[src/rtl/cpu_pkg.sv]
`default_nettype none
// ============================================================================
// Module      : cpu_pkg
// Description : Shared encodings for the addressing-mode sequencer: mode
//               codes, sequencer states and index-register selection helpers.
// Revision    : 1.0 - initial release
// ============================================================================
package cpu_pkg;

    localparam int MODE_W = 4;

    // Addressing-mode encodings driven by the core microcode
    localparam logic [MODE_W-1:0] AM_IMM  = 4'd0;
    localparam logic [MODE_W-1:0] AM_ZP   = 4'd1;
    localparam logic [MODE_W-1:0] AM_ZPX  = 4'd2;
    localparam logic [MODE_W-1:0] AM_ZPY  = 4'd3;
    localparam logic [MODE_W-1:0] AM_ABS  = 4'd4;
    localparam logic [MODE_W-1:0] AM_ABSX = 4'd5;
    localparam logic [MODE_W-1:0] AM_ABSY = 4'd6;
    localparam logic [MODE_W-1:0] AM_INDX = 4'd7;
    localparam logic [MODE_W-1:0] AM_INDY = 4'd8;
    // Highest legal code; anything above is reported through err
    localparam logic [MODE_W-1:0] AM_LAST = AM_INDY;

    typedef enum logic [2:0] {
        ST_IDLE   = 3'd0,
        ST_OP_LO  = 3'd1,
        ST_OP_HI  = 3'd2,
        ST_IDX    = 3'd3,
        ST_PTR_LO = 3'd4,
        ST_PTR_HI = 3'd5,
        ST_FIX    = 3'd6
    } state_t;

    // Modes that add the X register
    function automatic logic uses_x(input logic [MODE_W-1:0] m);
        return (m == AM_ZPX) || (m == AM_ABSX) || (m == AM_INDX);
    endfunction

    // Modes that add the Y register
    function automatic logic uses_y(input logic [MODE_W-1:0] m);
        return (m == AM_ZPY) || (m == AM_ABSY) || (m == AM_INDY);
    endfunction

endpackage
`default_nettype wire

[src/rtl/idx_adder.sv]
`default_nettype none
// ============================================================================
// Module      : idx_adder
// Description : DATA_W-bit add with carry-in/carry-out. The carry-out either
//               propagates into the supplied high byte (WRAP=0) or is dropped
//               so the result stays inside the high byte's page (WRAP=1).
// Revision    : 1.0 - initial release
// ============================================================================
module idx_adder #(
    parameter int DATA_W = 8,
    parameter bit WRAP   = 1'b1
) (
    input  logic [DATA_W-1:0]   a,
    input  logic [DATA_W-1:0]   b,
    input  logic                cin,
    input  logic [DATA_W-1:0]   hi_in,
    output logic [2*DATA_W-1:0] result,
    output logic                carry
);

    logic [DATA_W:0]   lo_full;
    logic [DATA_W-1:0] hi_out;

    // Low-byte add; the extra bit is the carry-out
    always_comb begin
        lo_full = {1'b0, a} + {1'b0, b} + {{DATA_W{1'b0}}, cin};
    end

    generate
        if (WRAP) begin : g_wrap
            assign hi_out = hi_in;
        end else begin : g_carry
            assign hi_out = hi_in + {{(DATA_W-1){1'b0}}, lo_full[DATA_W]};
        end
    endgenerate

    assign carry  = lo_full[DATA_W];
    assign result = {hi_out, lo_full[DATA_W-1:0]};

endmodule
`default_nettype wire

[src/rtl/cpu_addr_gen.sv]
`default_nettype none
// ============================================================================
// Module      : cpu_addr_gen
// Description : Addressing-mode sequencer. Fetches operand bytes, applies
//               index registers and zero-page pointers, and returns the
//               effective address, updated PC and page-cross flag.
// Revision    : 1.0 - initial release
// ============================================================================
module cpu_addr_gen
    import cpu_pkg::*;
#(
    parameter int DATA_W       = 8,
    parameter bit PAGE_PENALTY = 1'b1,
    parameter bit ZP_WRAP      = 1'b1
) (
    input  logic                clk,
    input  logic                reset_n,
    input  logic                start,
    input  logic [MODE_W-1:0]   mode,
    input  logic [2*DATA_W-1:0] pc_in,
    input  logic [DATA_W-1:0]   x_in,
    input  logic [DATA_W-1:0]   y_in,
    input  logic [DATA_W-1:0]   din,
    output logic [2*DATA_W-1:0] addr_out,
    output logic                busy,
    output logic                done,
    output logic [2*DATA_W-1:0] ea,
    output logic [2*DATA_W-1:0] pc_next,
    output logic                page_cross,
    output logic                err
);

    localparam int ADDR_W = 2 * DATA_W;
    localparam logic [ADDR_W-1:0] PC_ONE = ADDR_W'(1);
    localparam logic [ADDR_W-1:0] PC_TWO = ADDR_W'(2);

    state_t state, state_nxt;

    // Operation context captured at accept and while fetching
    logic [MODE_W-1:0] mode_r, mode_nxt;
    logic [DATA_W-1:0] idx_r, idx_nxt;    // selected index, 0 for unindexed modes
    logic [DATA_W-1:0] op_r, op_nxt;      // operand byte, later the pointer low byte
    logic [DATA_W-1:0] hi_r, hi_nxt;      // high byte waiting for the FIX increment
    logic [ADDR_W-1:0] ptr_r, ptr_nxt;    // zero-page pointer being read
    logic [ADDR_W-1:0] pc_r, pc_nxt;

    logic [ADDR_W-1:0] addr_nxt, ea_nxt, pcn_nxt;
    logic              busy_nxt, done_nxt, cross_nxt, err_nxt;

    // Zero-page adder: op+idx and ptr+1, page-wrapped when ZP_WRAP is set
    logic [DATA_W-1:0] zp_a, zp_b, zp_hi;
    logic              zp_cin;
    logic [ADDR_W-1:0] zp_result;
    logic              zp_carry;
    logic              unused_zp_carry;

    // Absolute adder: {hi,lo}+idx, carry always propagates into the high byte
    logic [DATA_W-1:0] abs_hi;
    logic [ADDR_W-1:0] abs_result;
    logic              abs_carry;

    idx_adder #(
        .DATA_W (DATA_W),
        .WRAP   (ZP_WRAP)
    ) u_zp_add (
        .a      (zp_a),
        .b      (zp_b),
        .cin    (zp_cin),
        .hi_in  (zp_hi),
        .result (zp_result),
        .carry  (zp_carry)
    );

    idx_adder #(
        .DATA_W (DATA_W),
        .WRAP   (1'b0)
    ) u_abs_add (
        .a      (op_r),
        .b      (idx_r),
        .cin    (1'b0),
        .hi_in  (abs_hi),
        .result (abs_result),
        .carry  (abs_carry)
    );

    // Zero-page page wrap is already reflected in zp_result
    assign unused_zp_carry = zp_carry;

    // The deferred increment in FIX reuses the high byte captured one cycle earlier
    assign abs_hi = (state == ST_FIX) ? hi_r : din;

    // Zero-page adder operands: pointer increment in PTR_LO, op+idx otherwise
    always_comb begin
        zp_a   = op_r;
        zp_b   = idx_r;
        zp_cin = 1'b0;
        zp_hi  = '0;
        if (state == ST_PTR_LO) begin
            zp_a   = ptr_r[DATA_W-1:0];
            zp_b   = '0;
            zp_cin = 1'b1;
            zp_hi  = ptr_r[ADDR_W-1:DATA_W];
        end
    end

    // Next-state and next-output logic
    always_comb begin
        state_nxt = state;
        mode_nxt  = mode_r;
        idx_nxt   = idx_r;
        op_nxt    = op_r;
        hi_nxt    = hi_r;
        ptr_nxt   = ptr_r;
        pc_nxt    = pc_r;
        addr_nxt  = addr_out;
        busy_nxt  = busy & ~done;
        done_nxt  = 1'b0;
        err_nxt   = 1'b0;
        ea_nxt    = ea;
        pcn_nxt   = pc_next;
        cross_nxt = page_cross;

        case (state)
            ST_IDLE: begin
                if (start && !busy) begin
                    mode_nxt = mode;
                    pc_nxt   = pc_in;
                    idx_nxt  = uses_x(mode) ? x_in : (uses_y(mode) ? y_in : '0);
                    busy_nxt = 1'b1;
                    if (mode == AM_IMM) begin
                        done_nxt  = 1'b1;
                        ea_nxt    = pc_in;
                        pcn_nxt   = pc_in + PC_ONE;
                        cross_nxt = 1'b0;
                    end else if (mode > AM_LAST) begin
                        done_nxt  = 1'b1;
                        err_nxt   = 1'b1;
                        ea_nxt    = '0;
                        pcn_nxt   = pc_in;
                        cross_nxt = 1'b0;
                    end else begin
                        state_nxt = ST_OP_LO;
                        addr_nxt  = pc_in;
                    end
                end
            end

            ST_OP_LO: begin
                op_nxt = din;
                case (mode_r)
                    AM_ZP: begin
                        state_nxt = ST_IDLE;
                        done_nxt  = 1'b1;
                        ea_nxt    = {{DATA_W{1'b0}}, din};
                        pcn_nxt   = pc_r + PC_ONE;
                        cross_nxt = 1'b0;
                    end
                    AM_ZPX, AM_ZPY, AM_INDX: begin
                        state_nxt = ST_IDX;
                    end
                    AM_ABS, AM_ABSX, AM_ABSY: begin
                        state_nxt = ST_OP_HI;
                        addr_nxt  = pc_r + PC_ONE;
                    end
                    AM_INDY: begin
                        state_nxt = ST_PTR_LO;
                        ptr_nxt   = {{DATA_W{1'b0}}, din};
                        addr_nxt  = {{DATA_W{1'b0}}, din};
                    end
                    default: begin
                        state_nxt = ST_IDLE;
                        busy_nxt  = 1'b0;
                    end
                endcase
            end

            ST_IDX: begin
                if (mode_r == AM_INDX) begin
                    state_nxt = ST_PTR_LO;
                    ptr_nxt   = zp_result;
                    addr_nxt  = zp_result;
                end else begin
                    state_nxt = ST_IDLE;
                    done_nxt  = 1'b1;
                    ea_nxt    = zp_result;
                    pcn_nxt   = pc_r + PC_ONE;
                    cross_nxt = 1'b0;
                end
            end

            ST_PTR_LO: begin
                op_nxt    = din;
                ptr_nxt   = zp_result;
                addr_nxt  = zp_result;
                state_nxt = ST_PTR_HI;
            end

            ST_OP_HI, ST_PTR_HI: begin
                hi_nxt = din;
                if (mode_r == AM_INDX) begin
                    state_nxt = ST_IDLE;
                    done_nxt  = 1'b1;
                    ea_nxt    = {din, op_r};
                    pcn_nxt   = pc_r + PC_ONE;
                    cross_nxt = 1'b0;
                end else if (PAGE_PENALTY && abs_carry) begin
                    state_nxt = ST_FIX;
                end else begin
                    state_nxt = ST_IDLE;
                    done_nxt  = 1'b1;
                    ea_nxt    = abs_result;
                    pcn_nxt   = (mode_r == AM_INDY) ? pc_r + PC_ONE : pc_r + PC_TWO;
                    cross_nxt = abs_carry;
                end
            end

            ST_FIX: begin
                state_nxt = ST_IDLE;
                done_nxt  = 1'b1;
                ea_nxt    = abs_result;
                pcn_nxt   = (mode_r == AM_INDY) ? pc_r + PC_ONE : pc_r + PC_TWO;
                cross_nxt = abs_carry;
            end

            default: begin
                state_nxt = ST_IDLE;
                busy_nxt  = 1'b0;
            end
        endcase
    end

    // State register
    always_ff @(posedge clk or negedge reset_n) begin
        if (!reset_n) begin
            state <= ST_IDLE;
        end else begin
            state <= state_nxt;
        end
    end

    // Datapath and output registers
    always_ff @(posedge clk or negedge reset_n) begin
        if (!reset_n) begin
            mode_r     <= '0;
            idx_r      <= '0;
            op_r       <= '0;
            hi_r       <= '0;
            ptr_r      <= '0;
            pc_r       <= '0;
            addr_out   <= '0;
            busy       <= 1'b0;
            done       <= 1'b0;
            ea         <= '0;
            pc_next    <= '0;
            page_cross <= 1'b0;
            err        <= 1'b0;
        end else begin
            mode_r     <= mode_nxt;
            idx_r      <= idx_nxt;
            op_r       <= op_nxt;
            hi_r       <= hi_nxt;
            ptr_r      <= ptr_nxt;
            pc_r       <= pc_nxt;
            addr_out   <= addr_nxt;
            busy       <= busy_nxt;
            done       <= done_nxt;
            ea         <= ea_nxt;
            pc_next    <= pcn_nxt;
            page_cross <= cross_nxt;
            err        <= err_nxt;
        end
    end

endmodule
`default_nettype wire

[config.mk]
export PLATFORM = sky130hd
export DESIGN_NAME = cpu_addr_gen
export DESIGN_NICKNAME = d
export VERILOG_FILES = /design/src/rtl/cpu_pkg.sv /design/src/rtl/idx_adder.sv /design/src/rtl/cpu_addr_gen.sv
export SDC_FILE = /design/constraint.sdc
export NUM_CORES = 1
export LEC_CHECK = 0
export ABC_AREA = 1
export CAP_MARGIN = 5
export CELL_PAD_IN_SITES_DETAIL_PLACEMENT = 0
export CELL_PAD_IN_SITES_GLOBAL_PLACEMENT = 1
export CORE_UTILIZATION = 43
export CTS_CLUSTER_SIZE = 16
export DETAILED_ROUTE_END_ITERATION = 6
export PLACE_DENSITY_LB_ADDON = 0.1
export SYNTH_ARGS = -nofsm -noshare
export SYNTH_HDL_FRONTEND = slang
export SYNTH_SLANG_ARGS = --single-unit
[constraint.sdc]
create_clock -name clk -period 6.5 [get_ports clk]
set_input_delay 0.65 -clock clk [delete_from_list [all_inputs] [get_ports clk]]
set_output_delay 0.65 -clock clk [all_outputs]
set_load 0.01 [all_outputs]
* After elaboration in Yosys (flattened, before gate mapping) *
Index checks and enable logic that the tools add are counted.

storage, ports and cells
  bits in registers = 115
  bits of input ports = 47
  output and inout port bits = 52
  word-level logic and storage cells = 138

cells by class
  reductions and logical operators = 22
  mux-type cells = 62
  add/subtract/negate cells = 7
  bitwise logic cells = 2
  order comparisons = 1
  eq/ne operators = 30

operator list
  cell                   number
  $mux 16                20
  $pmux 16 s5            2
  $pmux 16 s4            1
  $mux 8                 6
  $pmux 16 s3            1
  $add 16x1->16 const B  2
  $pmux 16 s2            1
  $eq 4x3->1 const B     7
  $mux 1                 20
  $mux 3                 6
  $add 16x2->16 const B  1
  $add 8x1->8            2
  $eq 4x2->1 const B     4
  $pmux 3 s5             1
  $ne 2x2->1 const B     6
  $reduce_and 6->1       2
  $pmux 1 s5             2
  $add 8x8->9            1
  $eq 3x3->1 const B     3
  $ne 3x3->1 const B     3
  $pmux 3 s3             1
  $add 8x8->8            1
  $eq 4x4->1 const B     2
  $reduce_or 8->1        1
  21 further kinds       28

* Longest topological paths before layout *
Gate-level depths: netlist of run 1.

  word-level depth = 6
  mapped depth = 17
  mapped depth without buffers = 17

* Cells and area by module *
A second synthesis of run 1 with hierarchy kept.

second synthesis, totals
  cell total of the unflattened synthesis = 1,188
  area total of the unflattened synthesis = 8,099.0 um2

modules (own cells, without submodules)
  module                 area an instance (um2)  sequential area each (um2)  instances  cells an instance
  cpu_addr_gen           7,116.8                 2,877.8                     1          1,028
  idx_adder (u_abs_add)  513.0                   0.0                         1          85
  idx_adder (u_zp_add)   469.2                   0.0                         1          75

* Least setup slack after synthesis of run 1 *
OpenSTA, ideal clock, no wires.

  path kind = register to register
  from = reg state[2]
  to = reg addr_out[4]
  setup time = 0.123 ns
  cell stages (with the launch flop) = 16
  data arrival time = 2.731 ns
  period minus slack after synthesis = 2.854 ns
  path slack = 3.646 ns
  cell sequence = dfrtp_1 buf_2 nand2_1 clkbuf_1 buf_2 nand2_1 fa_1 fa_1 inv_1 nand3_1 nand2_1 nand2_1 nand3_1 o21ai_0 o21ai_0 nand2_1

on the way
  word-level cells in the longest chain between the ends = 6
  elaborated cells on any way between the ends = 18
  those cells by class = add/sub: 2; eq/ne: 8; mux: 5; reduce/logical: 3

RTL lines
  element                 line                                     source
  from (decl)             cpu_addr_gen.sv:37                       state_t state, state_nxt;
  from (signal assigned)  cpu_addr_gen.sv:237                      state <= state_nxt;
  $eq 3x3->1              cpu_addr_gen.sv:98, cpu_addr_gen.sv:123
  $mux 8                  cpu_addr_gen.sv:98                       if (state == ST_PTR_LO) begin
  $add 8x8->8             idx_adder.sv:26                          lo_full = {1'b0, a} + {1'b0, b} + {{DATA_W{1'b0}}, cin};
  $add 8x1->8             idx_adder.sv:26
  $mux 16                 cpu_addr_gen.sv:178                      if (mode_r == AM_INDX) begin
  $pmux 16 s4             cpu_addr_gen.sv:123                      case (state)
  to (signal assigned)    cpu_addr_gen.sv:264                      addr_out <= addr_nxt;
  to (decl)               cpu_addr_gen.sv:24                       output logic [2*DATA_W-1:0] addr_out,

Parallel ways exist; a longest one is shown, timed or not. The select of a mux whose other input is x is not followed.
A chain may end at the register's enable or synchronous reset.

* Worst setup path in the final report of run 1 *
  from = reg state[1]
  to = reg addr_out[7]

The elaborated chain is that of the path after synthesis.

==> flow_summary.yaml, run 1 <==
status:
  outcome: "finished clean"
cells_and_area:
  mostFrequentLayoutCells: "nand2_1, inv_1, nor2_1, dfrtp_1, clkdlybuf4s50_1"
  syn2layout_area_growth_pct: 22.6
  n_antenna_cell: 0
  nNetsFinal: 1324
  drive_gt1_share_pct: 5.13
  final_common_cell: "nand2_1"
clocking:
  cts.clk_slew.worst_paths_ns: 0.06
  cts-root-buf: "clkbuf_16"
  cts_max_path_buffers: 2
  clock-sinks: 115
  cts_tree: "yes"
  cts-resized-gates: 0
  cts_setup_buffers: 0
  cts_buffers: 17
  htreeDepth: 4
  postCtsHoldBufs: 0
  clock_latency_ns: 0.44
job:
  max_cap_viol_count: 0
grt:
  antenna_found_initial: 0
  grtUsageMet2_pct: 42.3
  grt_use_total_pct: 30.5
  use_met1_pct: 47.6
  gr-usage-met3_pct: 5.30
  grt.busiest_layer: "met1"
  grt_max_degree: 60
  grt_pass1_vias: 7270
  grt-ovfl-total: 0
  grt_pass1_wl_um: 42200
place:
  gp_congestion: 0.925
  dp_hpwl_um: 20600
  dp_slack_ns: 2.92
  port_buffers: 98
worst_setup_path:
  required_ns: 6.82
  cp.arrival_ns: 3.96
  path_class: "flip-flop to flip-flop"
  cp-start-kind: "flip-flop"
  cp_max_fo: 23
  crit_path_end_kind: "flip-flop"
power_and_ir_drop:
  p_per_area_nw_per_um2: 533
  finalPower_mw: 5.12
  switching_share_pct: 46.5
  ir_worst_vdd_v: 0.000265
  p_sw_mw: 2.38
  combPwrFrac_pct: 53.7
  leakagePower_nw: 4.74
  internal-power_mw: 2.74
  seq_power_share_pct: 25.5
  p_clk_share_pct: 20.8
detailed_routing:
  wl_um: 27000
  via_per_inst: 5.35
  vias: 7983
  antenna_left: 0
  drt_iter0_drc: 754
  drcViolationCount: 0
  wl_per_cell_um: 18.1
  drtPass1Iterations: 5
synth:
  synth_cells: 1166
  ys.flop_type: "dfrtp_1"
  async_flop_share_pct: 100
  yosys.cell_types.count: 46
  yosysWarnings: 0
  synthesis.area_sq_um: 7840
  syn_nets: 1236
  postSynthAreaPerCell_sq_um: 6.72
  ys_seq_elements: 115
  yosysSeqAreaShare_pct: 36.7
  synth_edf_count: 0
sta:
  clock.fmax_mhz: 275
  drv_slew: 0
  fin_hold_ws_ns: 0.315
  fin_ws_ns: 2.86
  finalSetupTns_ns: 0
  fin_crit_sh_pct: 55.9
  rsz0062_at_grt: "false"
  period_minus_slack_ns: 3.64
  tightest_slew_ns: 0.994
  setup_viol: 0
  final_hold_viol_count: 0
  skew_ns: 0.0117
  slew_headroom_pct: 32.7
floorplan:
  io_pins: 99
  die_area_sq_um: 18800
  rows: 48
  die_h_um: 137
  die_w_um: 137
  initial_core_util_pct: 44.7
  core_area_sq_um: 17500
hold_path:
  hold_class: "primary input to async pin"
[final cells by class]
cell class / instances / area [sq um]
clock inverters: 15 / 230
inverters: 141 / 529
clock buffers: 17 / 425
repair buffers: 101 / 1000
fillers: 1796 / 7930
flip-flops and latches: 115 / 2880
multi-input cells: 878 / 4260
well taps: 225 / 282
[critical path, cell delays in order, from the launching register on]
cell and delay (ns):
dfrtp_1 0.60, nor2_1 0.10, nand2_1 0.64, inv_1 0.43, nand2_1 0.13, o21ai_0 0.09, ha_1 0.39, nand2_1 0.07
o21ai_0 0.37, nand2_1 0.13, nand2_1 0.09, nand2_1 0.07, nand3_1 0.16, nand4_1 0.10, nand2_1 0.07, nand2_1 0.06
[layer usage]
layer | share of wire [%] | up-vias
li1 | - | 3922
met1 | 50 | 3686
met2 | 40 | 333
met3 | 8.3 | 42
met4 | 2.0 | 0
met5 | 0 | -
[logic make-up after synthesis]
kind of cell	count (synthesis)	share of synthesized area, %
AND/OR/NAND/NOR	648	34.5
AO/OA/AOI/OAI	178	12.7
buffers and inverters	173	8.86
flip-flops	115	36.7
XOR/XNOR	29	3.24
adder cells (fa/ha/maj)	23	3.96
[sequential cells by signal, indices dropped and copies added, names as in the netlist]
register	flops
addr_out	16
busy	1
pc_next	16
ea	16
idx_r	8
op_r	8
mode_r	4
page_cross	1
ptr_r	16
pc_r	16
err	1
state	3
hi_r	8
done	1
[cell usage after synthesis, types with 2 or more instances]
master	number	area share, %
nand2_1	398	19
inv_1	131	6.3
nor2_1	117	5.6
dfrtp_1	115	37
nand3_1	85	5.4
o21ai_0	84	5.4
a21oi_1	43	2.7
xor2_1	24	2.7
ha_1	20	3.2
nand4_1	15	1.2
clkbuf_1	13	0.62
buf_2	12	0.77
a22oi_1	11	1.1
o22ai_1	9	0.72
inv_2	8	0.38
o211ai_1	8	0.77
or2_2	8	0.64
o21ai_1	7	0.45
buf_4	6	0.57
nand2_2	6	0.48
nand3b_1	6	0.57
xnor2_1	5	0.56
fa_1	3	0.77
o221ai_1	3	0.34
a21boi_0	2	0.19
a31oi_1	2	0.16
clkinv_1	2	0.096
nor2_2	2	0.16
o2111ai_1	2	0.22
o21bai_1	2	0.19
or2_0	2	0.16
[power by group through the flow]
stage          Sequential (mW)  Clock, mW  Combinational (mW)
4_1_cts                   1.30       1.07                2.74
2_1_floorplan             1.28          0                1.81
5_1_grt                   1.35       1.10                3.11
3_3_place_gp              1.31          0                2.71
6_report                  1.31       1.07                2.75
3_5_place_dp              1.31          0                2.72
[final timing paths]
path / start / endpoint / slack [ns] / cells past startpoint
worst min-delay path: reset_n / hi_r[0] / 0.32 / 1
max in group asynchronous: reset_n / mode_r[1] / 4.88 / 2
min in group clk: pc_next[6] / pc_next[6] / 0.48 / 2
worst max-delay path: state[1] / addr_out[7] / 2.86 / 15
worst max register to register: state[1] / addr_out[7] / 2.86 / 15
worst min register to register: pc_next[6] / pc_next[6] / 0.48 / 2
[stage by stage]
step | area (sq um) | utilization [%] | cells
2_1_floorplan | 7840 | - | 1166
3_3_place_gp | 8950 | 51.1 | 1460
3_5_place_dp | 8950 | 51.1 | 1460
4_1_cts | 9610 | 54.8 | 1492
5_1_grt | 9610 | 54.8 | 1492
6_report | 9610 | 54.8 | 1492
No activity file was read; power rests on OpenSTA's default activity.
==> inputs of run 2 (changes only) <==
--- a/config.mk
+++ b/config.mk
@@ -9,7 +9,7 @@
 export CAP_MARGIN = 5
 export CELL_PAD_IN_SITES_DETAIL_PLACEMENT = 0
 export CELL_PAD_IN_SITES_GLOBAL_PLACEMENT = 1
-export CORE_UTILIZATION = 43
+export CORE_UTILIZATION = 40
 export CTS_CLUSTER_SIZE = 16
 export DETAILED_ROUTE_END_ITERATION = 6
 export PLACE_DENSITY_LB_ADDON = 0.1
==> constraint.sdc (replaced) <==
create_clock -name clk -period 3.5 [get_ports clk]
set_input_delay 0.35 -clock clk [delete_from_list [all_inputs] [get_ports clk]]
set_output_delay 0.35 -clock clk [all_outputs]
set_load 0.01 [all_outputs]
==> run 2 against run 1 <==
Wire length is 1.1% higher. Count of clock-buffer cells in the layout is the same. First-iteration DRC count shrank 7.2%. Core utilization is 3.7 points lower. Total power is 83% higher. Critical path depth is 3 lower. Register-to-register slack worse by 2.4 ns. Via count shrank 0.70%. Clock skew is 0.0035 ns lower. Highest routed layer unchanged.
==> flow_summary.yaml, run 2 (same netlist as run 1, synthesis figures left out) <==
detailed_routing:
  drcViolationCount: 0
  wl_um: 27300
  drtPass1Iterations: 7
  wl_per_cell_um: 17.8
  antenna_left: 0
  via_per_inst: 5.15
  drt_iter0_drc: 700
  vias: 7927
status:
  outcome: "finished clean"
grt:
  grt_max_degree: 48
  grt_pass1_wl_um: 43000
  grt_use_total_pct: 28.7
  grt_pass1_vias: 7314
  grt-ovfl-total: 0
  antenna_found_initial: 0
worst_setup_path:
  path_class: "flip-flop to flip-flop"
  crit_path_end_kind: "flip-flop"
  cp.arrival_ns: 3.33
  required_ns: 3.82
  cp-start-kind: "flip-flop"
  r2r_slack_ns: 0.49
  cp_max_fo: 15
cells_and_area:
  n_antenna_cell: 0
  syn2layout_area_growth_pct: 23.6
  nFillCells: 1951
  drive_gt1_share_pct: 6.02
  mostFrequentLayoutCells: "nand2_1, inv_1, nor2_1, dfrtp_1, clkdlybuf4s50_1"
  final_common_cell: "nand2_1"
  nNetsFinal: 1337
sta:
  fin_crit_sh_pct: 85.9
  rsz0062_at_grt: "false"
  slew_headroom_pct: 37.2
  skew_ns: 0.00818
  period_minus_slack_ns: 3.01
  finalSetupTns_ns: 0
  tightest_slew_ns: 0.934
  final_hold_viol_count: 0
  drv_slew: 0
  clock.fmax_mhz: 332
  setup_viol: 0
clocking:
  cts_tree: "yes"
  clock-sinks: 115
  cts_max_path_buffers: 2
  cts-root-buf: "clkbuf_16"
  cts.clk_slew.worst_paths_ns: 0.06
  cts_buffers: 17
  cts_setup_buffers: 0
  clock_latency_ns: 0.44
  htreeDepth: 4
power_and_ir_drop:
  p_clk_share_pct: 18.7
  seq_power_share_pct: 25.8
  switching_share_pct: 47.9
  internal-power_mw: 4.87
  p_per_area_nw_per_um2: 967
  p_sw_mw: 4.49
  leakagePower_nw: 4.77
  combPwrFrac_pct: 55.5
  finalPower_mw: 9.36
  ir_worst_vdd_v: 0.000432
job:
  max_cap_viol_count: 0
place:
  dp_hpwl_um: 21300
  port_buffers: 98
  gp_congestion: 0.930
floorplan:
  die_w_um: 142
  initial_core_util_pct: 41.3
  rows: 50
  io_pins: 99
  die_h_um: 142
  core_area_sq_um: 19000
  die_area_sq_um: 20200
hold_path:
  hold_class: "primary input to flip-flop"
==> run 2: stage by stage <==
| step | utilization (%) | hold WS (ns) | instance area (sq um) | std cells | setup WS, ns |
|---|---|---|---|---|---|
| detailed placement | 48.0 | 0.415 | 9100 | 1507 | 0.554 |
| global placement | 48.0 | 0.414 | 9100 | 1507 | 0.559 |
| floorplan | - | 0.0544 | 7840 | 1166 | 0.646 |
| CTS | 51.1 | 0.463 | 9680 | 1540 | 0.519 |
| finish | 51.1 | 0.470 | 9680 | 1540 | 0.492 |
| global route | 51.1 | 0.484 | 9680 | 1540 | 0.193 |
==> run 2: worst paths after layout <==
kind,start,end,cells past startpoint
min reg2reg,pc_next[12],pc_next[12],2
min,y_in[3],idx_r[3],3
max,state[1],addr_out[3],12
min in group asynchronous,reset_n,ea[7],2
max in group asynchronous,reset_n,pc_next[9],3
max reg2reg,state[1],addr_out[3],12
==> run 2: final cells by class <==
| class | count | area (sq um) | area share [%] |
|---|---|---|---|
| timing repair buffer | 114 | 1110 | 11.5 |
| clock inverter | 15 | 149 | 1.54 |
| clock buffer | 17 | 425 | 4.39 |
| tap | 260 | 325 | 3.36 |
| inverter | 141 | 529 | 5.47 |
| multi-input combinational | 878 | 4260 | 44.0 |
| sequential | 115 | 2880 | 29.7 |
==> run 2: power groups by stage <==
stage / registers, mW / clock network, mW / logic [mW]
2_1_floorplan: 2.39 / 0 / 3.35
3_3_place_gp: 2.43 / 0 / 5.15
3_5_place_dp: 2.42 / 0 / 5.15
4_1_cts: 2.41 / 1.75 / 5.19
5_1_grt: 2.49 / 1.83 / 5.87
6_report: 2.42 / 1.75 / 5.19
==> run 2: critical path: stages, from the launching register on <==
cell and delay, ns:
dfrtp_1 0.54, nor2_1 0.20, nand2_1 0.09, inv_1 0.37
o21ai_0 0.14, ha_1 0.40, nand2_1 0.07, o21ai_0 0.34
xor2_1 0.16, nand2_1 0.13, o21ai_0 0.17, o21ai_0 0.20
nand2_1 0.08
==> run 2: layer usage <==
layer / vias up / GRT usage, % / share of wire (%)
li1: 3945 / - / -
met1: 3691 / 44.6 / 52
met2: 266 / 39.6 / 40
met3: 25 / 6.02 / 6.8
met4: 0 / 7.64 / 1.5
met5: - / 0 / 0
==> run 2: repair_timing <==
action | 4_1_cts | 5_1_grt
resized for setup | 0 | 0
hold buffers | 1 | 0
endpoints found under the hold margin | 42 | 0
